===== src/rtl/fwd_hazard_unit_pkg.sv =====
`default_nettype none
// ============================================================================
// Module   : fwd_hazard_unit_pkg
// Purpose  : Shared constants for the forwarding / hazard unit: operand-mux
//            select encodings, register address width and the layout of one
//            tracking entry.
// Ports    : none (package)
// Revision : 1.0 - initial release
// ============================================================================
package fwd_hazard_unit_pkg;

  // Operand mux select encodings (0 = register file, k = tracked stage k-1)
  localparam logic [1:0] FORWARDING_NON_SELECT = 2'd0;
  localparam logic [1:0] FORWARDING_MEM_SELECT = 2'd1;
  localparam logic [1:0] FORWARDING_WB_SELECT  = 2'd2;

  // Register-file address width of the ARM pipeline
  localparam int REG_ADDR_W = 4;

  // Width of the per-entry "cycles until forwardable" counter
  localparam int RDY_CNT_W = 4;

  // Reference layout of one tracking entry (MSB first). The RTL stores
  // entries flattened with the same field order so ADDR_W can be overridden.
  typedef struct packed {
    logic                  valid;
    logic                  wb_en;
    logic [RDY_CNT_W-1:0]  rdy_cnt;
    logic [REG_ADDR_W-1:0] dest;
  } track_entry_t;

  // Flattened entry width for a given register address width
  function automatic int entry_w(input int addr_w);
    return addr_w + RDY_CNT_W + 2;
  endfunction

  // Saturating decrement of the ready counter
  function automatic logic [RDY_CNT_W-1:0] rdy_dec(input logic [RDY_CNT_W-1:0] cnt);
    return (cnt == '0) ? cnt : cnt - 1'b1;
  endfunction

endpackage : fwd_hazard_unit_pkg
`default_nettype wire


===== src/rtl/fwd_hazard_unit_src_match.sv =====
`default_nettype none
// ============================================================================
// Module   : fwd_src_match
// Purpose  : Per-operand producer search over the tracked in-flight writes.
//            Picks the youngest matching producer and either selects its
//            bypass path or requests a stall when its data is not ready yet
//            (or forwarding is disabled).
// Ports    : fwd_en_i     - forwarding enable
//            src_i        - operand source register
//            src_valid_i  - operand is actually read
//            entries_i    - flattened tracking entries, stage 0 in the LSBs
//            sel_o        - operand mux select
//            stall_req_o  - this operand needs the instruction held
// Revision : 1.0 - initial release
// ============================================================================
module fwd_src_match
  import fwd_hazard_unit_pkg::*;
#(
  parameter int ADDR_W     = REG_ADDR_W,
  parameter int NUM_STAGES = 2,
  parameter int SEL_W      = $clog2(NUM_STAGES + 1)
) (
  input  logic                                    fwd_en_i,
  input  logic [ADDR_W-1:0]                       src_i,
  input  logic                                    src_valid_i,
  input  logic [NUM_STAGES*entry_w(ADDR_W)-1:0]   entries_i,
  output logic [SEL_W-1:0]                        sel_o,
  output logic                                    stall_req_o
);

  localparam int EW      = entry_w(ADDR_W);
  localparam int RDY_LSB = ADDR_W;
  localparam int WB_BIT  = ADDR_W + RDY_CNT_W;
  localparam int VLD_BIT = ADDR_W + RDY_CNT_W + 1;

  logic                 w_found;
  logic [SEL_W-1:0]     w_hit_sel;
  logic [RDY_CNT_W-1:0] w_hit_rdy;

  // Scan oldest to youngest so the last hit kept is the youngest producer.
  always_comb begin
    w_found   = 1'b0;
    w_hit_sel = '0;
    w_hit_rdy = '0;
    for (int k = NUM_STAGES - 1; k >= 0; k--) begin
      if (src_valid_i &&
          entries_i[k*EW + VLD_BIT] &&
          entries_i[k*EW + WB_BIT] &&
          (entries_i[k*EW +: ADDR_W] == src_i)) begin
        w_found   = 1'b1;
        w_hit_sel = SEL_W'(k + 1);
        w_hit_rdy = entries_i[k*EW + RDY_LSB +: RDY_CNT_W];
      end
    end
  end

  always_comb begin
    sel_o       = SEL_W'(FORWARDING_NON_SELECT);
    stall_req_o = 1'b0;
    if (fwd_en_i) begin
      if (w_found) begin
        if (w_hit_rdy == '0) begin
          sel_o = w_hit_sel;
        end else begin
          stall_req_o = 1'b1;
        end
      end
    end else begin
      // No bypass paths: any in-flight producer interlocks.
      stall_req_o = w_found;
    end
  end

endmodule : fwd_src_match
`default_nettype wire


===== src/rtl/fwd_hazard_unit.sv =====
`default_nettype none
// ============================================================================
// Module   : fwd_hazard_unit
// Purpose  : Forwarding and hazard unit beside the EXE stage. Tracks the
//            destination writes of the instructions downstream of EXE in a
//            shift register and produces per-operand bypass selects plus the
//            load-use / no-forwarding stall for the instruction in EXE.
// Ports    : clk, rst         - clock, synchronous active-high reset
//            fwd_en_i         - forwarding enable
//            stall_in_i       - global freeze, tracking state holds
//            flush_i          - kill EXE instruction (enters as bubble)
//            exe_valid_i      - EXE holds a real instruction
//            exe_dest_i       - EXE destination register
//            exe_wb_en_i      - EXE instruction writes back
//            exe_mem_read_i   - EXE instruction is a load
//            src_i            - EXE sources, operand i at [i*ADDR_W +: ADDR_W]
//            src_valid_i      - operand i is read
//            src_sel_o        - per-operand select, operand i at [i*SEL_W +: SEL_W]
//            hazard_stall_o   - hold EXE/ID, bubble downstream
//            stall_cycles_o   - (FWD_HAZARD_PERF_EN) stall cycle counter
//            fwd_events_o     - (FWD_HAZARD_PERF_EN) forwarded operand counter
// Config   : define FWD_HAZARD_PERF_EN to add the performance counters.
// Revision : 1.0 - initial release
// ============================================================================
module fwd_hazard_unit
  import fwd_hazard_unit_pkg::*;
#(
  parameter int ADDR_W     = REG_ADDR_W,
  parameter int NUM_SRC    = 2,
  parameter int NUM_STAGES = 2,
  parameter int LOAD_LAT   = 1,
  parameter int SEL_W      = $clog2(NUM_STAGES + 1)
) (
  input  logic                      clk,
  input  logic                      rst,
  input  logic                      fwd_en_i,
  input  logic                      stall_in_i,
  input  logic                      flush_i,
  input  logic                      exe_valid_i,
  input  logic [ADDR_W-1:0]         exe_dest_i,
  input  logic                      exe_wb_en_i,
  input  logic                      exe_mem_read_i,
  input  logic [NUM_SRC*ADDR_W-1:0] src_i,
  input  logic [NUM_SRC-1:0]        src_valid_i,
  output logic [NUM_SRC*SEL_W-1:0]  src_sel_o,
  output logic                      hazard_stall_o
`ifdef FWD_HAZARD_PERF_EN
  ,
  output logic [31:0]               stall_cycles_o,
  output logic [31:0]               fwd_events_o
`endif
);

  localparam int EW      = entry_w(ADDR_W);
  localparam int RDY_LSB = ADDR_W;

  logic [NUM_STAGES*EW-1:0] r_track_q;
  logic [NUM_STAGES*EW-1:0] w_track_d;
  logic [NUM_SRC*SEL_W-1:0] w_sel;
  logic [NUM_SRC-1:0]       w_req;
  logic                     w_hazard;
  logic                     w_new_valid;
  logic [EW-1:0]            w_new_entry;

  // --------------------------------------------------------------------------
  // Per-operand producer search
  // --------------------------------------------------------------------------
  generate
    for (genvar i = 0; i < NUM_SRC; i++) begin : g_src
      fwd_src_match #(
        .ADDR_W     (ADDR_W),
        .NUM_STAGES (NUM_STAGES),
        .SEL_W      (SEL_W)
      ) u_match (
        .fwd_en_i    (fwd_en_i),
        .src_i       (src_i[i*ADDR_W +: ADDR_W]),
        .src_valid_i (src_valid_i[i]),
        .entries_i   (r_track_q),
        .sel_o       (w_sel[i*SEL_W +: SEL_W]),
        .stall_req_o (w_req[i])
      );
    end
  endgenerate

  // A killed or empty EXE slot never holds the pipe.
  assign w_hazard = (|w_req) & exe_valid_i & ~flush_i;

  // A stalled instruction stays in EXE, so a bubble is what moves on.
  assign w_new_valid = exe_valid_i & ~flush_i & ~w_hazard;
  assign w_new_entry = {w_new_valid,
                        exe_wb_en_i,
                        (exe_mem_read_i ? RDY_CNT_W'(LOAD_LAT) : RDY_CNT_W'(0)),
                        exe_dest_i};

  // --------------------------------------------------------------------------
  // Tracking shift register next state
  // --------------------------------------------------------------------------
  always_comb begin
    logic [EW-1:0] w_mv;
    w_track_d = r_track_q;
    w_mv      = '0;
    if (!stall_in_i) begin
      w_track_d[0 +: EW] = w_new_entry;
      for (int k = 1; k < NUM_STAGES; k++) begin
        w_mv = r_track_q[(k-1)*EW +: EW];
        w_mv[RDY_LSB +: RDY_CNT_W] = rdy_dec(w_mv[RDY_LSB +: RDY_CNT_W]);
        w_track_d[k*EW +: EW] = w_mv;
      end
    end
  end

  always_ff @(posedge clk) begin
    if (rst) begin
      r_track_q <= '0;
    end else begin
      r_track_q <= w_track_d;
    end
  end

  // Outputs are forced low while reset is held.
  assign src_sel_o      = rst ? '0 : w_sel;
  assign hazard_stall_o = w_hazard & ~rst;

`ifdef FWD_HAZARD_PERF_EN
  // --------------------------------------------------------------------------
  // Performance counters (wrap at 2^32)
  // --------------------------------------------------------------------------
  logic [31:0] r_stall_cycles_q;
  logic [31:0] r_fwd_events_q;
  logic [31:0] w_fwd_cnt;

  always_comb begin
    w_fwd_cnt = '0;
    for (int i = 0; i < NUM_SRC; i++) begin
      if (w_sel[i*SEL_W +: SEL_W] != '0) begin
        w_fwd_cnt = w_fwd_cnt + 32'd1;
      end
    end
  end

  always_ff @(posedge clk) begin
    if (rst) begin
      r_stall_cycles_q <= '0;
      r_fwd_events_q   <= '0;
    end else if (!stall_in_i) begin
      if (w_hazard) begin
        r_stall_cycles_q <= r_stall_cycles_q + 32'd1;
      end else begin
        r_fwd_events_q <= r_fwd_events_q + w_fwd_cnt;
      end
    end
  end

  assign stall_cycles_o = r_stall_cycles_q;
  assign fwd_events_o   = r_fwd_events_q;
`endif

endmodule : fwd_hazard_unit
`default_nettype wire


===== config.mk =====
export PLATFORM = sky130hd
export DESIGN_NAME = fwd_hazard_unit
export DESIGN_NICKNAME = d
export VERILOG_FILES = /design/src/rtl/fwd_hazard_unit_pkg.sv /design/src/rtl/fwd_hazard_unit_src_match.sv /design/src/rtl/fwd_hazard_unit.sv
export SDC_FILE = /design/constraint.sdc
export NUM_CORES = 1
export LEC_CHECK = 0
export ABC_AREA = 1
export BUFFER_PORTS_ARGS = -buffer_cell sky130_fd_sc_hd__buf_2
export CORE_MARGIN = 5
export CORE_UTILIZATION = 40
export CTS_CLUSTER_SIZE = 16
export DETAILED_ROUTE_END_ITERATION = 8
export GPL_TIMING_DRIVEN = 1
export HOLD_SLACK_MARGIN = 0.05
export PLACE_DENSITY = 0.66
export SYNTH_ARGS = -nofsm -noshare
export SYNTH_HDL_FRONTEND = slang
export SYNTH_SLANG_ARGS = --single-unit

===== constraint.sdc =====
create_clock -name clk -period 1.1 [get_ports clk]
set_input_delay 0.11 -clock clk [delete_from_list [all_inputs] [get_ports clk]]
set_output_delay 0.11 -clock clk [all_outputs]
set_load 0.01 [all_outputs]

==> metrics.txt, run 1 <==
Util after Layout 0.6084; max-slew violations 0; RD Place Congestion 0.8279; top cells by count, synth nand2_1 (41), nor2_1 (17), inv_1 (16); EDFF count, synth 0; Final nets 204; largest net degree at the start of global routing 15; htree depth 1; Setup Crit Path Kind flop to output pin; # hold bufs at CTS 0; Sink Count 13; cells after synthesis 136; R2R depth 12; CTS tree built; routed length on met2 1.049 mm; Post-synth ARST share 0; crit-path cells inv_2 > nand2_1 > nand2_2 > nor2_4 > nand3_2 > nand2_2 > nand2_2 > a21oi_2 > buf_2; top post-synthesis cells by area dfxtp_1 (32%), nand2_1 (19%), o21ai_0 (7.9%); status finished, violations left; leak pwr 0.0006115 uW; fraction of layout cells with a size suffix above 1 0.4199; Seq pwr share 0.482; post-DR vias/cell 4.582; Max stage delay cell, worst path dfxtp_2; die width 55.40 um; Synth top area share 0.3156; Setup TNS -2.175 ns; Avg Inst Size Synth 6.063 sq um; Highest Signal Layer met4; Inserted Diodes 0; chip height 55.40 um; CTS Buf Count 3; sequential cell area fraction in the yosys report 0.3156; Initial DRC Count 13; Most used DFF post-synth dfxtp_1; Distinct cells, synth 16; Worst VDD drop 755.0 uV; max incr delay on CP 0.36 ns; Internal Pwr Total 770.9 uW; cell family with most CP delay simple AND/OR/NAND/NOR gates; sw frac 0.3014; Hold WC Path Type primary input to flop; flops & latches, synth 13; min Tclk post-route 1.518 ns; Clock Tree Buf Depth 2; vias in the first global route 901; DR DRC count 0; count leader, synth nand2_1; synthesized area 824.5 sq um; Final Hold Viols 0; Setup crit end kind output pin; Final Setup Violations 6; Worst Path Max Fanout 4; R2R Path End r_track_q[9]; Slew headroom 0.8463; FMAX 658.7 MHz; Hold WS 0.07128 ns; non-filler instance count after layout 208; WL final 2.164 mm; Final WS setup -0.4182 ns; violated checks negative setup slack; reg2reg setup slack -0.31 ns; crit start category flop; power per cell area 924.6 nW/um^2; placed cells 199; initial antenna violation count 0; combinational fraction of design power 0.240; M1 WL 1.012 mm; worst-skew pair later-pin latency 0.27 ns; R2R Path Start r_track_q[0]; via count 953; final period utilization 1.380; Worst Path Required 0.99 ns; row cnt 16; clk_skew 0.002681 ns; Switch Pwr 332.6 uW; CTS root buf clkbuf_4; Fillers 198; Syn-to-layout area delta 44.76%; remaining antenna violation count 0; first drt pass iteration count 4; largest area contributor in the netlist dfxtp_1; All-Layer GR Usage 0.1449; Core ar. 1962 sq um; crit path buf inv count 2; max reg flops 13; hold_sp exe_wb_en_i; Arrival @ worst endpoint 1.41 ns; # IOs 27; full die area 3069 sq um; Syn. warnings 0; Port-buffer cells 26; clk slew on worst S/H paths 0.09 ns; Clk pwr share 0.277; worst slew pin tran 0.2303 ns; DR WL met3 88 um; worst hold path depth 3; biggest regs r_track_q (13); DR WL/cell 10.40 um; Power, Total 1104 uW; Crit path top cell by count nand2_2; first-pass GRT wire length 3.698 mm; grt total ovfl 0; Syn Nets 158; hold worst-path end r_track_q[8]; dpl hpwl 1.675 mm; RSZ-0062 raised after global routing true; Largest Register r_track_q; max cap viols 0; Starting Density 0.4203
==> layout make-up <==
| class | count | area, sq um | share of cell area |
|---|---|---|---|
| Multi-Input combinational cell | 101 | 508.0 | 0.4256 |
| Timing Repair Buffer | 44 | 286.5 | 0.2400 |
| Sequential cell | 13 | 267.8 | 0.2243 |
| Inverter | 19 | 71.32 | 0.05975 |
| Tap cell | 27 | 33.78 | 0.02830 |
| Clock buffer | 4 | 26.28 | 0.02201 |
==> layer usage <==
| metal | global-route usage | up-vias |
|---|---|---|
| met5 | 0 | - |
| met4 | 0.03125 | 0 |
| met3 | 0.02797 | 2 |
| met2 | 0.2551 | 17 |
| met1 | 0.1809 | 421 |
| li1 | - | 513 |
==> timing repair <==
item | CTS | global route
resized for setup | 9 | 12
cloned | 0 | 0
pin swaps | 9 | 12
endpoints found under the setup margin | 6 | 6
setup buffers | 5 | 0
==> kinds of logic (layout without fill, tap and decap cells) <==
| family | Yosys count | count (layout) | share of synthesized area |
|---|---|---|---|
| XOR/XNOR | 4 | 4 | 0.04248 |
| buffers and inverters | 22 | 67 | 0.1002 |
| AO/OA/AOI/OAI | 24 | 24 | 0.1548 |
| flip-flops | 13 | 13 | 0.3156 |
| AND/OR/NAND/NOR | 73 | 73 | 0.3870 |
==> how the worst max path moves through the flow <==
stage / from / end / slack [ns] / cells after the start
6_report: r_track_q[0] / hazard_stall_o / -0.42 / 9
5_1_grt: r_track_q[11] / hazard_stall_o / -0.54 / 9
3_5_place_dp: r_track_q[0] / hazard_stall_o / -0.17 / 9
2_1_floorplan: r_track_q[1] / hazard_stall_o / 0.01 / 8
4_1_cts: r_track_q[3] / hazard_stall_o / -0.40 / 9
3_3_place_gp: r_track_q[0] / hazard_stall_o / -0.16 / 9
==> cell usage in the layout, fill, tap and decap left out, drive strengths merged <==
cell type  instances
nand2             43
and3b              1
inv               19
o21ai             13
clkbuf             4
dfxtp             13
buf               44
nor2              20
xnor2              4
a21oi             11
nand3              9
==> worst min-delay path, stage by stage <==
cell     delay (ns)
buf_2          0.07
o21ai_0        0.06
nor2_1         0.07
==> power groups by stage <==
stage / Sequential [uW] / Clock (uW) / Combinational [uW]
after floorplan: 535 / 0 / 140
after global placement: 538 / 0 / 238
after detailed placement: 539 / 0 / 243
after CTS: 531 / 309 / 253
after global routing: 537 / 340 / 301
final: 532 / 306 / 265
==> per-stage QoR <==
stage          cell area (sq um)  setup slack (ns)
2_1_floorplan              824.5           0.01196
3_5_place_dp                1075           -0.1699
6_report                    1194           -0.4182
5_1_grt                     1194           -0.5398
4_1_cts                     1159           -0.3998
3_3_place_gp                1075           -0.1617
(Power assumes the default switching activity.)
==> run 2: changes to the inputs <==
ABC_AREA = default   (was 1)
CORE_UTILIZATION = 47   (was 40)
PLACE_DENSITY = 0.76   (was 0.66)
==> run 2 against run 1 <==
The flow still finishes with violations (negative setup slack). Register-to-register slack got worse by 0.20 ns. Global-route usage increased by 1.6 points. Synthesized cell count is 40% lower. Hold slack got worse by 0.0018 ns. Clock power fell by 7.5%. Largest cell class unchanged.
==> metrics.txt, run 2 <==
status finished, violations left; violated checks negative setup slack; M1 WL 741 um (-27%); worst hold path depth 3 (unchanged); flops & latches, synth 13 (unchanged); Setup TNS -3.796 ns (-1.621 ns); largest area contributor in the netlist dfxtp_1; Place WS -0.4402 ns (-0.2703 ns); synthesized area 762.0 sq um (-7.6%); max reg flops 13 (unchanged); crit start category flop; Final nets 143 (-30%); Highest Signal Layer met4; vias in the first global route 763 (-15%); sequential cell area fraction in the yosys report 0.3415 (+0.02591); Initial DRC Count 7 (-6); max incr delay on CP 0.46 ns (+0.10 ns); Setup Crit Path Kind flop to output pin; max cap viols 0 (unchanged); RSZ-0062 raised after global routing true; Arrival @ worst endpoint 1.74 ns (+0.33 ns); top post-synthesis cells by area dfxtp_1 (34%), mux2i_1 (16%), xor2_1 (14%); Avg Inst Size Synth 9.292 sq um (+53%); htree depth 1 (unchanged); full die area 2527 sq um (-18%); remaining antenna violation count 0 (unchanged); first-pass GRT wire length 3.174 mm (-14%); WL final 1.950 mm (-9.9%); Core ar. 1524 sq um (-22%); chip height 50.27 um (-9.3%); CTS tree built; All-Layer GR Usage 0.1606 (+0.01576); EDFF count, synth 0 (unchanged); Worst VDD drop 764.0 uV (+1.2%); Syn-to-layout area delta 41.54%; commonest non-fill, non-tap cells in the layout buf_2 (26), xor2_1 (12), mux2i_1 (12), nor2_1 (12), buf_4 (12); CP Depth 6 (-3); Final Hold Viols 0 (unchanged); DR WL/cell 14.34 um (+38%); Worst Path Required 0.99 ns (about the same); final period utilization 1.681 (+0.3005); FMAX 540.9 MHz (-18%); Hold WC Path Type primary input to flop; top cells by count, synth dfxtp_1 (13), mux2i_1 (12), nor2_1 (12), xor2_1 (12); most common cell after layout, fill and taps aside buf_2; R2R depth 6 (-6); dpl hpwl 1.551 mm (-7.4%); DR WL met3 147 um (+67%); cells after synthesis 82 (-40%); Most used DFF post-synth dfxtp_1; grt total ovfl 0 (unchanged); min Tclk post-route 1.849 ns (+0.3305 ns); Fillers 120 (-39%); Inserted Diodes 0 (unchanged); first drt pass iteration count 4 (unchanged); Setup crit end kind output pin; Synth top area share 0.3415 (+0.02591); Largest Register r_track_q; Starting Density 0.5000 (+0.07972); DR DRC count 0 (unchanged); Distinct cells, synth 19 (+3); clk_skew 0.004165 ns (+0.001484 ns); Post-synth ARST share 0 (unchanged); Syn Nets 104 (-34%); Sink Count 13 (unchanged); max-slew violations 0 (unchanged); # IOs 27 (unchanged); Max stage delay cell, worst path or4_4; CTS Buf Count 3 (unchanged); Final WS setup -0.7487 ns (-0.3305 ns); Final Setup Violations 6 (unchanged); clk slew on worst S/H paths 0.07 ns (-0.02 ns); RD Place Congestion 0.8215 (-0.77%); die width 50.27 um (-9.3%); worst slew pin tran 0.4449 ns (+0.2146 ns); Port-buffer cells 26 (unchanged); fraction of layout cells with a size suffix above 1 0.5000 (+0.08011); largest net degree at the start of global routing 16 (+1); crit path buf inv count 1 (-1); cell family with most CP delay simple AND/OR/NAND/NOR gates; biggest regs r_track_q (13); DP Area 982.2 sq um (-8.6%); Worst Path Max Fanout 3 (-1); via count 742 (-22%); CTS root buf clkbuf_4; Slew headroom 0.7007 (-0.1456); post-DR vias/cell 5.456 (+19%); leak pwr 0.0005169 uW (-15%); worst-skew pair later-pin latency 0.27 ns (about the same); Clock Tree Buf Depth 2 (unchanged); count leader, synth dfxtp_1; row cnt 14 (-2); routed length on met2 1.008 mm (-3.9%); Design Area, Final 1079 sq um (-9.6%); # hold bufs at CTS 0 (unchanged); initial antenna violation count 0 (unchanged); crit-path cells xnor2_2 > nand4_1 > or4_4 > a21oi_2 > o31a_1 > buf_2; Syn. warnings 0 (unchanged); power per cell area 941.4 nW/um^2 (+1.8%)
-- run 2: cell types whose count changed in the layout (fill, tap and decap cells not counted), sizes merged, moves of 4 or more --
cell	change
buf	-6
nand2	-43
o21ai	-13
nand3	-9
nor2	-8
or4	+4
a21oi	-8
inv	-19
xor2	+12
mux2i	+12
nor3	+4
nand4	+4
-- run 2: final timing paths --
path	start	to	slack [ns]
setup / recovery	r_track_q[11]	hazard_stall_o	-0.75
hold reg to reg	r_track_q[4]	r_track_q[4]	0.53
setup reg to reg	r_track_q[11]	r_track_q[9]	-0.51
hold / removal	exe_dest_i[3]	r_track_q[3]	0.07
-- run 2: metrics by stage --
stage	utilization	cells	total power (uW)	hold WS (ns)
final	0.7077	136	1015	0.06951
after CTS	0.6880	136	1020	0.06584
after global routing	0.7077	136	1074	0.09642
after detailed placement	0.6445	130	723.3	0.3488
after global placement	0.6445	130	716.5	0.3416
after floorplan	-	82	627.7	0.2539
-- run 2: cell type report --
type                    count  area, sq um  area share
well taps                  16        20.02     0.01856
flip-flops and latches     13        275.3      0.2552
multi-input cells          65        536.8      0.4977
repair buffers             38        220.2      0.2042
clock buffers               4        26.28     0.02436
-- run 2: kinds of logic after synthesis --
logic type,synth area share
compound gates,0.04761
buf+inv,0.02955
mux,0.1576
flops,0.3415
simple gates,0.2397
xor+xnor,0.1839
-- run 2: worst reg2reg max path: cells and delay by family (launching register included) --
kind            cells  cell delay [ns]
buf+inv             1             0.15
flops               1             0.35
compound gates      1             0.20
simple gates        3             0.66
xor+xnor            1             0.14
-- run 2: metal layers --
layer  up-vias  global-route usage
met5         -                   0
met4         0             0.09607
met3         6             0.03254
met2        24              0.2720
met1       343              0.1831
li1        369                   -
-- run 2: power breakdown --
group / switching, uW / total (uW) / leakage, uW / internal (uW)
clock: 143 / 283 / 0.0000150 / 140
sequential: 23.8 / 514 / 0.000110 / 490
combinational: 104 / 219 / 0.000392 / 115
-- run 2: what timing repair did --
item                                    in CTS  in global routing
gates resized for setup                      7                  6
cloned                                       0                  0
pin swaps                                    5                  3
endpoints found under the setup margin       6                  6
buffers inserted                             2                  0
